--- config.mk ---
export PLATFORM = sky130hd
export DESIGN_NAME = bcd_conv_arbiter
export DESIGN_NICKNAME = d
export VERILOG_FILES = /design/src/rtl/bcd_pkg.sv /design/src/rtl/rr_arb2.sv /design/src/rtl/bcd_conv_arbiter.sv
export SDC_FILE = /design/constraint.sdc
export NUM_CORES = 1
export LEC_CHECK = 0
export BUFFER_PORTS_ARGS = -buffer_cell sky130_fd_sc_hd__buf_4
export CAP_MARGIN = 15
export CORE_MARGIN = 4
export CORE_UTILIZATION = 42
export CTS_BUF_LIST = sky130_fd_sc_hd__clkbuf_8
export DETAILED_ROUTE_END_ITERATION = 8
export PLACE_DENSITY = 0.89
export SLEW_MARGIN = 20
export SYNTH_ARGS = -nofsm -noshare
export SYNTH_HDL_FRONTEND = slang
export SYNTH_SLANG_ARGS = --single-unit
--- constraint.sdc ---
create_clock -name Clk -period 1.7 [get_ports Clk]
set_clock_uncertainty 0.1 [all_clocks]
set_input_delay 0.34 -clock Clk [delete_from_list [all_inputs] [get_ports Clk]]
set_output_delay 0.34 -clock Clk [all_outputs]
set_load 0.02 [all_outputs]
--- src/rtl/bcd_pkg.sv ---
// rtl/bcd_pkg.sv - shared widths and sequencer states for the BCD converter front end
package bcd_pkg;
  localparam int NDIGITS = 11;
  localparam int BIN_W   = 36;
  localparam int BCD_W   = NDIGITS * 4;

  typedef enum logic [1:0] {IDLE, LOAD, CONVERT, CAPTURE} state_t;
endpackage

--- src/rtl/rr_arb2.sv ---
// rtl/rr_arb2.sv - two-way round-robin arbiter; pointer moves away from each winner
module rr_arb2 (
  input  logic       i_clk,
  input  logic       i_rst_n,
  input  logic       i_en,
  input  logic [1:0] i_req,
  output logic [1:0] o_grant
);
  logic r_ptr;

  // r_ptr names the requester that wins a tie
  always_comb begin
    o_grant = 2'b00;
    if (i_en) begin
      if (i_req[0] && (!i_req[1] || !r_ptr)) o_grant = 2'b01;
      else if (i_req[1])                    o_grant = 2'b10;
    end
  end

  always_ff @(posedge i_clk) begin
    if (!i_rst_n)            r_ptr <= 1'b0;
    else if (o_grant != 2'b00) r_ptr <= o_grant[0];
  end
endmodule

--- src/rtl/bcd_conv_arbiter.sv ---
// rtl/bcd_conv_arbiter.sv - grants the shared binary-to-BCD converter and sequences one conversion
module bcd_conv_arbiter
  import bcd_pkg::*;
#(
  parameter int LOAD_CYCLES = 2,
  parameter int CONV_CYCLES = 38,
  parameter int CNT_W       = 6
) (
  input  logic             Clk,
  input  logic             Rst_n,
  input  logic             req0,
  input  logic [BIN_W-1:0] data0,
  input  logic             req1,
  input  logic [BIN_W-1:0] data1,
  output logic             ack0,
  output logic             ack1,
  output logic             done0,
  output logic             done1,
  output logic [BCD_W-1:0] result,
  output logic             busy,
  output logic             conv_enable,
  output logic [BIN_W-1:0] conv_data,
  input  logic [BCD_W-1:0] conv_bcd
);
  localparam logic [CNT_W-1:0] LOAD_LAST = CNT_W'(LOAD_CYCLES - 1);
  localparam logic [CNT_W-1:0] CONV_LAST = CNT_W'(CONV_CYCLES - 1);

  state_t           r_state, w_state_nxt;
  logic [CNT_W-1:0] r_cnt, w_cnt_nxt;
  logic             r_owner, w_owner_nxt;
  logic [1:0]       r_ack, w_ack_nxt;
  logic [1:0]       r_done, w_done_nxt;
  logic [BCD_W-1:0] r_result, w_result_nxt;
  logic             r_busy;
  logic             r_conv_en, w_conv_en_nxt;
  logic [BIN_W-1:0] r_conv_data, w_conv_data_nxt;
  logic [1:0]       w_grant;

  rr_arb2 u_arb (
    .i_clk   (Clk),
    .i_rst_n (Rst_n),
    .i_en    (r_state == IDLE),
    .i_req   ({req1, req0}),
    .o_grant (w_grant)
  );

  always_comb begin
    w_state_nxt     = r_state;
    w_cnt_nxt       = r_cnt;
    w_owner_nxt     = r_owner;
    w_ack_nxt       = 2'b00;
    w_done_nxt      = 2'b00;
    w_result_nxt    = r_result;
    w_conv_en_nxt   = r_conv_en;
    w_conv_data_nxt = r_conv_data;
    case (r_state)
      IDLE: begin
        if (w_grant != 2'b00) begin
          w_ack_nxt       = w_grant;
          w_owner_nxt     = w_grant[1];
          w_conv_data_nxt = w_grant[1] ? data1 : data0;
          w_conv_en_nxt   = 1'b1;
          w_cnt_nxt       = '0;
          w_state_nxt     = LOAD;
        end
      end
      LOAD: begin
        if (r_cnt == LOAD_LAST) begin
          w_conv_en_nxt = 1'b0;
          w_cnt_nxt     = '0;
          w_state_nxt   = CONVERT;
        end else begin
          w_cnt_nxt = r_cnt + 1'b1;
        end
      end
      CONVERT: begin
        // converter output is final on the last run cycle; reload it right away
        if (r_cnt == CONV_LAST) begin
          w_result_nxt  = conv_bcd;
          w_conv_en_nxt = 1'b1;
          w_state_nxt   = CAPTURE;
        end else begin
          w_cnt_nxt = r_cnt + 1'b1;
        end
      end
      CAPTURE: begin
        w_done_nxt  = r_owner ? 2'b10 : 2'b01;
        w_state_nxt = IDLE;
      end
      default: w_state_nxt = IDLE;
    endcase
  end

  always_ff @(posedge Clk) begin
    if (!Rst_n) begin
      r_state     <= IDLE;
      r_cnt       <= '0;
      r_owner     <= 1'b0;
      r_ack       <= 2'b00;
      r_done      <= 2'b00;
      r_result    <= '0;
      r_busy      <= 1'b0;
      r_conv_en   <= 1'b1;
      r_conv_data <= '0;
    end else begin
      r_state     <= w_state_nxt;
      r_cnt       <= w_cnt_nxt;
      r_owner     <= w_owner_nxt;
      r_ack       <= w_ack_nxt;
      r_done      <= w_done_nxt;
      r_result    <= w_result_nxt;
      r_busy      <= (w_state_nxt != IDLE);
      r_conv_en   <= w_conv_en_nxt;
      r_conv_data <= w_conv_data_nxt;
    end
  end

  assign ack0        = r_ack[0];
  assign ack1        = r_ack[1];
  assign done0       = r_done[0];
  assign done1       = r_done[1];
  assign result      = r_result;
  assign busy        = r_busy;
  assign conv_enable = r_conv_en;
  assign conv_data   = r_conv_data;
endmodule
# Word level (Yosys, flattened, before mapping)
# Cells that the tools add are included.
[word_totals]
inputBits = 120
elab_cells = 51
output_inout_bits = 86
register_bits = 96
[classes]
n_eq_ne = 9
mux = 17
reduce_logical = 14
n_addsub = 1
[op_table]
columns = ["operator", "n"]
rows = [
  ["36-bit 2-to-1 mux", 1],
  ["6-bit 2-to-1 mux", 3],
  ["6-bit case mux with 3 select lines", 1],
  ["2-bit 2-to-1 mux", 7],
  ["2-bit != test (second input constant)", 4],
  ["2-bit case mux with 4 select lines", 1],
  ["6-bit by 1-bit adder with 6-bit output (second input constant)", 1],
  ["6-bit by 1-bit == test with 1-bit output (second input constant)", 1],
  ["6-bit == test (second input constant)", 1],
  ["2-bit AND reduction", 3],
  ["3-bit AND reduction", 2],
  ["2-bit == test (second input constant)", 2],
  ["4-bit AND reduction", 1],
  ["2-bit nonzero test", 2],
  ["1-bit 2-to-1 mux", 3],
  ["1-bit case mux with 3 select lines", 1],
  ["3-bit nonzero test", 1],
  ["2-bit by 1-bit == test with 1-bit output (second input constant)", 1],
  ["1-bit logical NOT", 2],
  ["2-bit logical NOT", 1],
  ["1-bit logical AND", 1],
  ["1-bit logical OR", 1],
]

# Logic depth before layout (Yosys ltp)
# Gate-level depths: netlist of run 1.
[logic_depth]
word_depth = 9
ltp_mapped = 9
depth_no_buf = 6

# Cells and area by module
# From an unflattened synthesis of run 1, not the netlist that was laid out.
[hier_totals]
hier_cells = 451
area_unflattened_um2 = 3972.6
[by_module_without_submodules]
columns = ["module", "seq_area_each_um2", "cells_per_inst", "area_per_inst_um2", "n_inst"]
rows = [
  ["bcd_conv_arbiter", 1901.8, 442, 3913.8, 1],
  ["rr_arb2", 20.0, 9, 58.8, 1],
]

# Least setup slack after synthesis of run 1
# OpenSTA, ideal clock, no wires.
[synth_path]
path_kind = "register to register"
startpoint = "register r_cnt[0]"
endpoint = "register r_result[8] (netlist: result[8])"
setup_ns = 0.132
required_time_ns = 1.468
period_less_slack_ns = 1.837
n_path_buf = 3
arrival_time_ns = 1.605
path_slack_ns = -0.137
path_stages_with_launch = 9
path_cell_list = "dfxtp_1 ha_1 or3b_1 buf_2 or2_1 buf_6 buf_6 nand2_1 a21oi_1"
[synth_via]
elab_chain_len = 2
[synth_rtl]
columns = ["element", "line", "source"]
rows = [
  ["start, declared", "bcd_conv_arbiter.sv:29", "logic [CNT_W-1:0] r_cnt, w_cnt_nxt;"],
  ["start signal, assigned", "bcd_conv_arbiter.sv:107", "r_cnt <= w_cnt_nxt;"],
  ["6-bit == test", "bcd_conv_arbiter.sv:78", "if (r_cnt == CONV_LAST) begin"],
  ["2-bit AND reduction (no source line)", "--", ""],
  ["end signal, assigned", "bcd_conv_arbiter.sv:111", "r_result <= w_result_nxt;"],
  ["end, declared", "bcd_conv_arbiter.sv:33", "logic [BCD_W-1:0] r_result, w_result_nxt;"],
]
# No other way between the ends.
# A chain may end at the register's enable or synchronous reset.

# Final worst setup path of run 1
[layout_path]
startpoint = "register r_cnt[1]"
endpoint = "register r_busy (netlist: busy)"
[layout_via]
elab_chain_len = 4
elab_cells_between_ends = 6
classes_between = "eq/ne: 2; mux: 3; reduce/logical: 1"
[layout_rtl]
columns = ["element", "line", "source"]
rows = [
  ["6-bit == test / 6-bit by 1-bit == test with 1-bit output (equally long branches)", "bcd_conv_arbiter.sv:78, bcd_conv_arbiter.sv:68", ""],
  ["2-bit 2-to-1 mux (on tied branches)", "bcd_conv_arbiter.sv:78, bcd_conv_arbiter.sv:68", ""],
  ["2-bit case mux with 4 select lines *", "bcd_conv_arbiter.sv:56", "case (r_state)"],
  ["2-bit nonzero test *", "bcd_conv_arbiter.sv:112", "r_busy <= (w_state_nxt != IDLE);"],
  ["end signal, assigned", "bcd_conv_arbiter.sv:112", ""],
  ["end, declared", "bcd_conv_arbiter.sv:34", "logic r_busy;"],
]
# Mark *: on every way between the ends. The rest lies on a longest branch, timed or not.

==> flow_metrics.py, run 1 <==
metrics = {
    "detailed_routing": {
        "wl_per_cell_um": 16.7,
        "vias": 4016,
        "via_per_inst": 5.14,
        "first_pass_iters": 4,
        "drt_iter0_markers": 133,
        "drc": 0,
        "detail-route-antenna-nets": 0,
        "routed_wirelength_um": 13100,
    },
    "sta": {
        "tns_ps": -3040,
        "final_hold_viol_count": 0,
        "setup_slack_ps": -108,
        "slew_headroom_pct": 77.6,
        "setup_viol": 48,
        "period_needed_ps": 1810,
        "tightest_slew_ps": 332,
        "period_share_pct": 106,
        "rsz0062_at_grt": "yes",
        "clock.fmax_mhz": 553,
        "report.final.slew_viol_count": 0,
    },
    "yosys": {
        "seq_area_frac_synth_pct": 49.0,
        "yosys_warnings": 0,
        "synthFlopType": "dfxtp_1",
        "syn_avg_cell_area_um2": 8.82,
        "netlist_area_um2": 3930,
        "synth_edf_count": 0,
        "yosysUniqueCellTypes": 40,
        "synth.ff_latch_count": 96,
        "synthesis.instances": 445,
        "synthArstFlopShare_pct": 0,
        "synthesis.nets": 572,
    },
    "finish": {
        "layout_common_cells": "221 x buf_4, 92 x dfxtp_1, 81 x nand2_1, 45 x nor2_1, 31 x mux2i_1",
        "drive_gt1_share_pct": 50.3,
        "n_antenna_cell": 0,
        "syn_to_final_growth_pct": 66.8,
        "final_nets": 792,
        "layout_commonest_cell": "buf_4",
        "fill_cells": 619,
    },
    "setup_path": {
        "cp.arrival_ps": 1980,
        "cp-start-kind": "flop",
        "crit_fanout": 6,
        "worstSetupPathType": "flop to flop",
        "endpoint_kind": "flop",
        "crit_required_ps": 1870,
    },
    "status": {
        "status": "finished, violations left",
        "violations": "setup timing",
    },
    "power_and_ir_drop": {
        "leakagePower_nw": 2.84,
        "pwr-share-seq_pct": 38.0,
        "p_int_mw": 4.73,
        "p_comb_share_pct": 37.6,
        "ir_worst_vdd_mv": 0.658,
        "clockPowerShare_pct": 24.4,
        "total_power_mw": 7.08,
        "switching_share_pct": 33.2,
        "power_density_nw_per_um2": 1080,
        "p_sw_mw": 2.35,
    },
    "clock_tree": {
        "cts_buffer_depth": 2,
        "tritoncts.num_buffers": 9,
        "path_clk_slew_ps": 100,
        "cts_hold_buf": 0,
        "worst_skew_pair.late_latency_ps": 350,
        "cts.sinks": 96,
        "cts_root_buf": "clkbuf_8",
        "cts-htree-levels": 3,
        "cts_tree": "done",
    },
    "floorplan": {
        "die_area_um2": 11000,
        "die_w_um": 105,
        "ios": 206,
        "initial_core_util_pct": 42.9,
        "rows": 35,
        "core_area_um2": 9150,
        "die_h_um": 105,
    },
    "placed_design": {
        "io_buffers": 205,
        "dpl.hpwl_um": 8560,
        "gp_congestion": 0.859,
    },
    "global_route": {
        "antenna_found_initial": 0,
        "grt_pass1_wl_um": 18700,
        "grt_pass1_vias": 3937,
        "overflow": 0,
        "globalRouteTotalUtil_pct": 20.9,
        "grt_max_degree": 49,
    },
    "worst_hold_path": {
        "worstHoldPathType": "primary input to flop",
    },
    "job": {
        "maxCapViolCount": 0,
    },
}
==> power by group through the flow <==
stage | combinational (mW) | clock, mW | sequential [mW]
after floorplan | 0.971 | 0 | 3.01
after global placement | 2.07 | 0 | 2.71
after detailed placement | 2.13 | 0 | 2.73
after CTS | 2.33 | 1.76 | 2.68
after global routing | 2.84 | 1.87 | 2.72
final | 2.66 | 1.73 | 2.69
==> cell families after synthesis <==
logic type	share of synthesized area, %
AND/OR/NAND/NOR	16.4
AO/OA/AOI/OAI	17.1
flip-flops	49.0
buffers and inverters	5.45
multiplexers	9.18
adder cells (fa/ha/maj)	2.23
XOR/XNOR	0.670
==> flip-flops by register name, summed over array words and instances (netlist names) <==
name / flops
r_ack: 2
r_done: 2
r_cnt: 6
busy: 1
conv_enable: 1
result: 44
r_owner: 1
conv_data: 36
u_arb.r_ptr: 1
r_state: 2
==> worst max-delay path, cell delays in order (launching register included) <==
cell and delay (ps):
dfxtp_2 330, inv_2 60, ha_4 110, or3b_4 370
buf_6 150, nor2_4 120, buf_12 140, buf_6 100
nor3_2 40, o31ai_2 210
==> final cells by class <==
class,instances,area (µm²),area share [%]
multi-input combinational,310,2150,32.9
clock inverter,5,86.3,1.32
timing repair buffer,241,2050,31.3
sequential,96,1930,29.5
clock buffer,11,151,2.31
inverter,7,33.8,0.516
tap,111,139,2.12
==> per-stage QoR <==
| stage | hold WS [ps] | cell area (µm²) | instances | utilization, % | setup slack (ps) |
|---|---|---|---|---|---|
| 2_1_floorplan | 315 | 3970 | 445 | - | -66.4 |
| 3_3_place_gp | 333 | 5690 | 749 | 62.2 | -19.8 |
| 3_5_place_dp | 341 | 5690 | 749 | 62.2 | -122 |
| 4_1_cts | 102 | 6090 | 771 | 66.6 | -116 |
| 5_1_grt | 112 | 6550 | 781 | 71.6 | -206 |
| 6_report | 126 | 6550 | 781 | 71.6 | -108 |
==> per-layer routing <==
layer | vias up | share of wire, % | track usage (%)
met2 | 175 | 51 | 36.6
li1 | 1960 | - | -
met3 | 14 | 8.0 | 7.23
met5 | - | 0 | 0
met1 | 1867 | 39 | 23.6
met4 | 0 | 2.1 | 7.22
==> Yosys cell counts (2+ instances only) <==
library cell | instances | share of area [%]
nand4_1 | 2 | 0.32
a21oi_1 | 51 | 6.5
a211oi_1 | 37 | 7.1
mux2i_1 | 36 | 9.2
buf_4 | 7 | 1.3
nand2_1 | 94 | 9.0
o31ai_1 | 3 | 0.57
nor3_1 | 4 | 0.51
inv_1 | 7 | 0.67
buf_6 | 5 | 1.4
buf_2 | 3 | 0.38
dfxtp_1 | 96 | 49
ha_1 | 7 | 2.2
o21ai_0 | 5 | 0.64
clkbuf_1 | 13 | 1.2
buf_1 | 4 | 0.38
xor2_1 | 2 | 0.45
nand3_1 | 3 | 0.38
nor2_1 | 45 | 4.3
==> final timing paths <==
kind                                   start         end  slack [ps]  depth (start not counted)
worst min register to register    result[16]  result[16]         350                          2
worst max register to register      r_cnt[1]        busy        -110                          9
worst max-delay path                r_cnt[1]        busy        -110                          9
worst min-delay path            conv_bcd[29]  result[29]         130                          3
==> what timing repair did <==
action                                  4_1_cts  5_1_grt
cloned                                        3        6
endpoints found under the setup margin       60       90
buffers inserted                              3        5
endpoints found under the hold margin         0        0
pin swaps                                     1       41
gates resized for setup                      11       80
No activity file was read; power rests on OpenSTA's default activity.
==> inputs of run 2 (changes only) <==
--- a/config.mk
+++ b/config.mk
@@ -12,6 +12,7 @@
 export CTS_BUF_LIST = sky130_fd_sc_hd__clkbuf_8
 export DETAILED_ROUTE_END_ITERATION = 8
 export PLACE_DENSITY = 0.89
+export REMOVE_ABC_BUFFERS = 1
 export SLEW_MARGIN = 20
 export SYNTH_ARGS = -nofsm -noshare
 export SYNTH_HDL_FRONTEND = slang
==> run 2 against run 1 <==
Compared with the run above:
- the run still ends with setup timing left
- global-route usage rose by 0.39 points
- hold slack worse by 3.3 ps
- clock-buffer cell count down 2
- maximum frequency shrank 1.8%
- first-iteration DRC count is 39% higher
- sequential power about the same
- sequential cell count unchanged
- power is 3.8% lower
- combinational power increased by 2%
- utilization is 0.27 points higher
- clock power fell by 18%
- critical endpoint is now result[25]
==> flow_metrics.py, run 2 (synthesized netlist as in run 1, its figures left out) <==
metrics = {
    "global_route": {
        "overflow": 0,
        "met2_usage_pct": 39.0,
        "grt_pass1_vias": 4006,
        "top_usage_layer": "met2",
        "globalRouteTotalUtil_pct": 21.3,
        "grt_max_degree": 52,
        "use_met3_pct": 4.76,
        "antenna_found_initial": 0,
        "grt_pass1_wl_um": 19100,
        "met1_usage_pct": 24.2,
    },
    "finish": {
        "final_nets": 804,
        "drive_gt1_share_pct": 51.2,
        "multiInputGateArea_um2": 2180,
        "layout_common_cells": "236 x buf_4, 92 x dfxtp_1, 76 x nand2_1, 45 x nor2_1",
        "layout_commonest_cell": "buf_4",
        "n_antenna_cell": 0,
        "largest_reg_flops": 44,
        "fin_area_um2": 6570,
        "regArea_um2": 1930,
        "final_cell_count_no_fill": 793,
        "syn_to_final_growth_pct": 67.5,
        "fill_cells": 620,
        "final_util_pct": 71.8,
    },
    "sta": {
        "rsz0062_at_grt": "yes",
        "period_needed_ps": 1840,
        "period_share_pct": 108,
        "slew_headroom_pct": 69.3,
        "tightest_slew_ps": 460,
        "report.final.slew_viol_count": 0,
        "final_hold_viol_count": 0,
        "setup_viol": 50,
        "setup_slack_ps": -141,
        "clock.fmax_mhz": 543,
    },
    "power_and_ir_drop": {
        "pwr-share-seq_pct": 39.4,
        "power_density_nw_per_um2": 1040,
        "total_power_mw": 6.82,
        "ir_worst_vdd_mv": 0.784,
        "leakagePower_nw": 2.88,
        "clockPowerShare_pct": 20.8,
        "p_sw_mw": 2.40,
        "switching_share_pct": 35.1,
        "p_comb_share_pct": 39.9,
        "p_int_mw": 4.42,
    },
    "setup_path": {
        "reg2reg_from": "r_cnt[1]",
        "crit_fanout": 8,
        "crit_required_ps": 1880,
        "reg2reg_depth": 9,
        "rrSetupSlack_ps": -140,
        "endpoint_kind": "flop",
        "cp.arrival_ps": 2020,
        "cp-start-kind": "flop",
        "r2r-end": "result[25]",
        "worstSetupPathType": "flop to flop",
    },
    "clock_tree": {
        "worst_skew_pair.late_latency_ps": 350,
        "cts.sinks": 96,
        "cts_tree": "done",
        "cts_root_buf": "clkbuf_8",
        "cts_hold_buf": 0,
        "path_clk_slew_ps": 110,
        "cts-htree-levels": 3,
        "cts_buffer_depth": 2,
        "tritoncts.num_buffers": 9,
    },
    "floorplan": {
        "core_area_um2": 9150,
        "initial_core_util_pct": 42.9,
        "ios": 206,
        "rows": 35,
        "die_w_um": 105,
        "die_h_um": 105,
        "die_area_um2": 11000,
    },
    "detailed_routing": {
        "first_pass_iters": 4,
        "drt_iter0_markers": 185,
        "detail-route-antenna-nets": 0,
        "drc": 0,
        "wl_per_cell_um": 16.5,
        "vias": 4107,
        "via_per_inst": 5.18,
        "routed_wirelength_um": 13100,
    },
    "placed_design": {
        "dp_slack_ps": -175,
        "dpl.hpwl_um": 8690,
        "dp.cells": 762,
        "gp_congestion": 0.860,
        "io_buffers": 205,
        "place_area_um2": 5740,
    },
    "job": {
        "maxCapViolCount": 0,
    },
    "worst_hold_path": {
        "worstHoldPathType": "primary input to flop",
        "min-delay-start": "req1",
        "whs_path_depth": 2,
        "worstHoldEndpoint": "r_ack[0]",
    },
    "status": {
        "status": "finished, violations left",
        "violations": "setup timing",
    },
}
run 2: cell count changes in the layout (fill, tap and decap cells not counted), moves of 3 or more:
| cell | before | now |
|---|---|---|
| buf_4 | 221 | 236 |
| nand2_1 | 81 | 76 |
| a21oi_1 | 26 | 29 |
| a21oi_2 | 24 | 21 |
| clkinvlp_4 | 0 | 3 |
| dfxtp_2 | 1 | 4 |
| dfxtp_4 | 3 | 0 |
| inv_8 | 0 | 3 |
| mux2i_1 | 31 | 28 |
| mux2i_4 | 0 | 3 |
| nand2_2 | 4 | 7 |
run 2: timing repair:
item / CTS / global route
cloned: 4 / 3
buffers inserted: 7 / 3
gates resized for setup: 31 / 72
setup endpoints to repair: 86 / 85
pin swaps: 8 / 32
run 2: cell type report:
cell class	instances	area share, %
multi-input combinational	310	33.1
timing repair buffer	253	32.2
sequential	96	29.3
inverter	7	0.438
clock buffer	9	1.88
tap	111	2.11
clock inverter	7	0.990
run 2: through the flow:
stage | TNS, ps | hold WS, ps
global placement | -2170 | 334
global route | -8300 | 96.2
floorplan | -111790 | 315
finish | -4580 | 123
detailed placement | -5570 | 351
CTS | -3510 | 96.8
run 2: critical path, cell delays in order (launching register included):
cell and delay, ps:
dfxtp_2 330, inv_2 60, ha_4 120, or3b_4 400, buf_6 140, nor2_4 170
buf_12 140, buf_12 140, nand2_2 60, a21oi_2 120
run 2: worst max path at each step:
stage,startpoint,endpoint,cells after the start
floorplan,r_state[0],conv_data[0],6
global placement,r_state[1],r_cnt[2],6
detailed placement,r_cnt[1],result[5],8
CTS,r_cnt[1],result[3],10
global route,r_cnt[1],result[26],9
finish,r_cnt[1],result[25],9
run 2: routing by layer:
metal  part of all wire, %  wire length, µm
met5                     0                0
met1                    38             4900
met3                   7.8             1010
met4                   2.6              337
met2                    52             6800
run 2: power by group through the flow:
stage          Sequential (mW)  Combinational (mW)  Clock (mW)
6_report                  2.68                2.72        1.42
5_1_grt                   2.72                2.89        1.57
4_1_cts                   2.68                2.43        1.46
3_5_place_dp              2.71                2.23           0
3_3_place_gp              2.70                2.16           0
2_1_floorplan             3.00               0.930           0
==> inputs of run 3 (changes only) <==
--- a/config.mk
+++ b/config.mk
@@ -8,10 +8,10 @@
 export BUFFER_PORTS_ARGS = -buffer_cell sky130_fd_sc_hd__buf_4
 export CAP_MARGIN = 15
 export CORE_MARGIN = 4
-export CORE_UTILIZATION = 42
+export CORE_UTILIZATION = 45
 export CTS_BUF_LIST = sky130_fd_sc_hd__clkbuf_8
 export DETAILED_ROUTE_END_ITERATION = 8
-export PLACE_DENSITY = 0.89
+export PLACE_DENSITY = 0.91
 export REMOVE_ABC_BUFFERS = 1
 export SLEW_MARGIN = 20
 export SYNTH_ARGS = -nofsm -noshare
==> constraint.sdc (replaced) <==
create_clock -name Clk -period 2.2 [get_ports Clk]
set_clock_uncertainty 0.1 [all_clocks]
set_input_delay 0.44 -clock Clk [delete_from_list [all_inputs] [get_ports Clk]]
set_output_delay 0.44 -clock Clk [all_outputs]
set_load 0.02 [all_outputs]
==> run 3 against run 2 <==
Compared with the run above:
- the run now ends clean
- first-iteration DRC count shrank 47%
- combinational power shrank 41%
- setup slack gained 300 ps
- final area shrank 12%
- power shrank 28%
- sequential power shrank 22%
- sequential cell count is the same
- critical path type unchanged
- largest power group is now sequential cells
==> flow_metrics.py, run 3 (synthesized netlist as in run 1, its figures left out) <==
metrics = {
    "floorplan": {
        "rows": 33,
        "die_w_um": 101,
        "core_area_um2": 8340,
        "die_h_um": 101,
        "die_area_um2": 10300,
        "ios": 206,
        "initial_core_util_pct": 47.1,
    },
    "detailed_routing": {
        "drt_iter0_markers": 98,
        "drc": 0,
        "via_per_inst": 5.20,
        "first_pass_iters": 4,
        "vias": 3876,
        "detail-route-antenna-nets": 0,
        "routed_wirelength_um": 11100,
        "wl_per_cell_um": 14.9,
    },
    "finish": {
        "n_antenna_cell": 0,
        "final_util_pct": 69.1,
        "fin_area_um2": 5770,
        "largest_reg_flops": 44,
        "layout_common_cells": "206 x buf_4, 96 x dfxtp_1, 94 x nand2_1, 50 x a21oi_1, 45 x nor2_1",
        "syn_to_final_growth_pct": 46.9,
        "layout_commonest_cell": "buf_4",
        "final_nets": 763,
        "final_cell_count_no_fill": 746,
        "drive_gt1_share_pct": 36.7,
    },
    "setup_path": {
        "crit_path_top_delay_cell": "dfxtp_1",
        "reg2reg_from": "r_state[0]",
        "cp-start-kind": "flop",
        "cp.arrival_ps": 2190,
        "reg2reg_depth": 7,
        "endpoint": "conv_data[3]",
        "path_buf_inv": 2,
        "crit_start": "r_state[0]",
        "crit_fanout": 37,
        "endpoint_kind": "flop",
        "crit_family": "compound AO/OA/AOI/OAI gates",
        "worst-path-stages": 7,
        "worstSetupPathType": "flop to flop",
        "rrSetupSlack_ps": 150,
        "crit_required_ps": 2340,
        "r2r-end": "conv_data[3]",
        "crit_chain": "inv_1 -> ha_1 -> nand2_1 -> a21oi_4 -> buf_12 -> mux2i_1 -> a211oi_1",
        "critPathMaxStageDelay_ps": 360,
    },
    "power_and_ir_drop": {
        "leakagePower_nw": 2.51,
        "total_power_mw": 4.92,
        "power_density_nw_per_um2": 853,
        "ir_worst_vdd_mv": 0.499,
    },
    "clock_tree": {
        "cts_root_buf": "clkbuf_8",
        "path_clk_slew_ps": 100,
        "cts_tree": "done",
        "worst_skew_pair.late_latency_ps": 340,
        "tritoncts.num_buffers": 9,
        "cts_hold_buf": 0,
        "cts-htree-levels": 3,
        "cts_buffer_depth": 2,
        "cts.sinks": 96,
    },
    "placed_design": {
        "dpl.hpwl_um": 8580,
        "io_buffers": 205,
        "dp.cells": 730,
        "gp_congestion": 0.842,
        "place_area_um2": 5540,
    },
    "worst_hold_path": {
        "worstHoldPathType": "primary input to flop",
    },
    "sta": {
        "report.final.slew_viol_count": 0,
        "final_hold_viol_count": 0,
        "tightest_slew_ps": 437,
        "rsz0062_at_grt": "no",
        "clock.fmax_mhz": 489,
        "period_share_pct": 93.0,
        "period_needed_ps": 2050,
        "tns_ps": 0,
        "setup_viol": 0,
        "slew_headroom_pct": 70.8,
    },
    "job": {
        "maxCapViolCount": 0,
    },
    "status": {
        "status": "finished clean",
    },
    "global_route": {
        "grt_pass1_wl_um": 17000,
        "antenna_found_initial": 0,
        "grt_max_degree": 74,
        "overflow": 0,
        "globalRouteTotalUtil_pct": 20.6,
        "grt_pass1_vias": 3711,
    },
}
==> run 3: cell types whose count changed in the layout (fill, tap and decap cells not counted), moves of 11 or more <==
cell	previous run	this run
a21oi_2	21	0
nand2_4	11	0
buf_4	236	206
nand2_1	76	94
a21oi_1	29	50
==> run 3: how the worst min path moves through the flow <==
stage / from / to / cells past startpoint
6_report: req1 / r_ack[0] / 2
3_3_place_gp: r_owner / r_done[0] / 1
4_1_cts: req1 / r_ack[0] / 2
5_1_grt: req1 / r_ack[0] / 2
3_5_place_dp: r_owner / r_done[0] / 1
2_1_floorplan: r_owner / r_done[0] / 1
==> run 3: metrics by stage <==
stage                     hold slack (ps)  worst slack (ps)
final                                 209               154
after global routing                  183              5.16
after CTS                             185               142
after detailed placement              338               162
after global placement                324               256
after floorplan                       315             -1850
==> run 3: layout make-up <==
class	instances	area, µm²
clock buffer	9	124
tap	105	131
sequential	96	1920
inverter	7	26.3
fill	619	2570
multi-input combinational	310	1810
timing repair buffer	212	1660
clock inverter	7	95.1
==> run 3: power by group <==
part	total [mW]	leakage, nW	internal, mW	switching (mW)
clock network	1.25	0.115	0.643	0.602
logic	1.60	1.61	0.716	0.882
registers	2.08	0.784	1.95	0.128
==> run 3: timing repair <==
item | in CTS | in global routing
endpoints found under the hold margin | 0 | 0
resized for setup | 0 | 2
setup buffers | 0 | 0
setup endpoints to repair | 0 | 2
==> run 3: per-layer routing <==
layer	GRT usage [%]	vias up	part of all wire, %
met5	0	-	0
li1	-	1911	-
met1	24.3	1748	38
met3	5.92	26	10
met4	7.77	0	2.7
met2	35.5	191	49
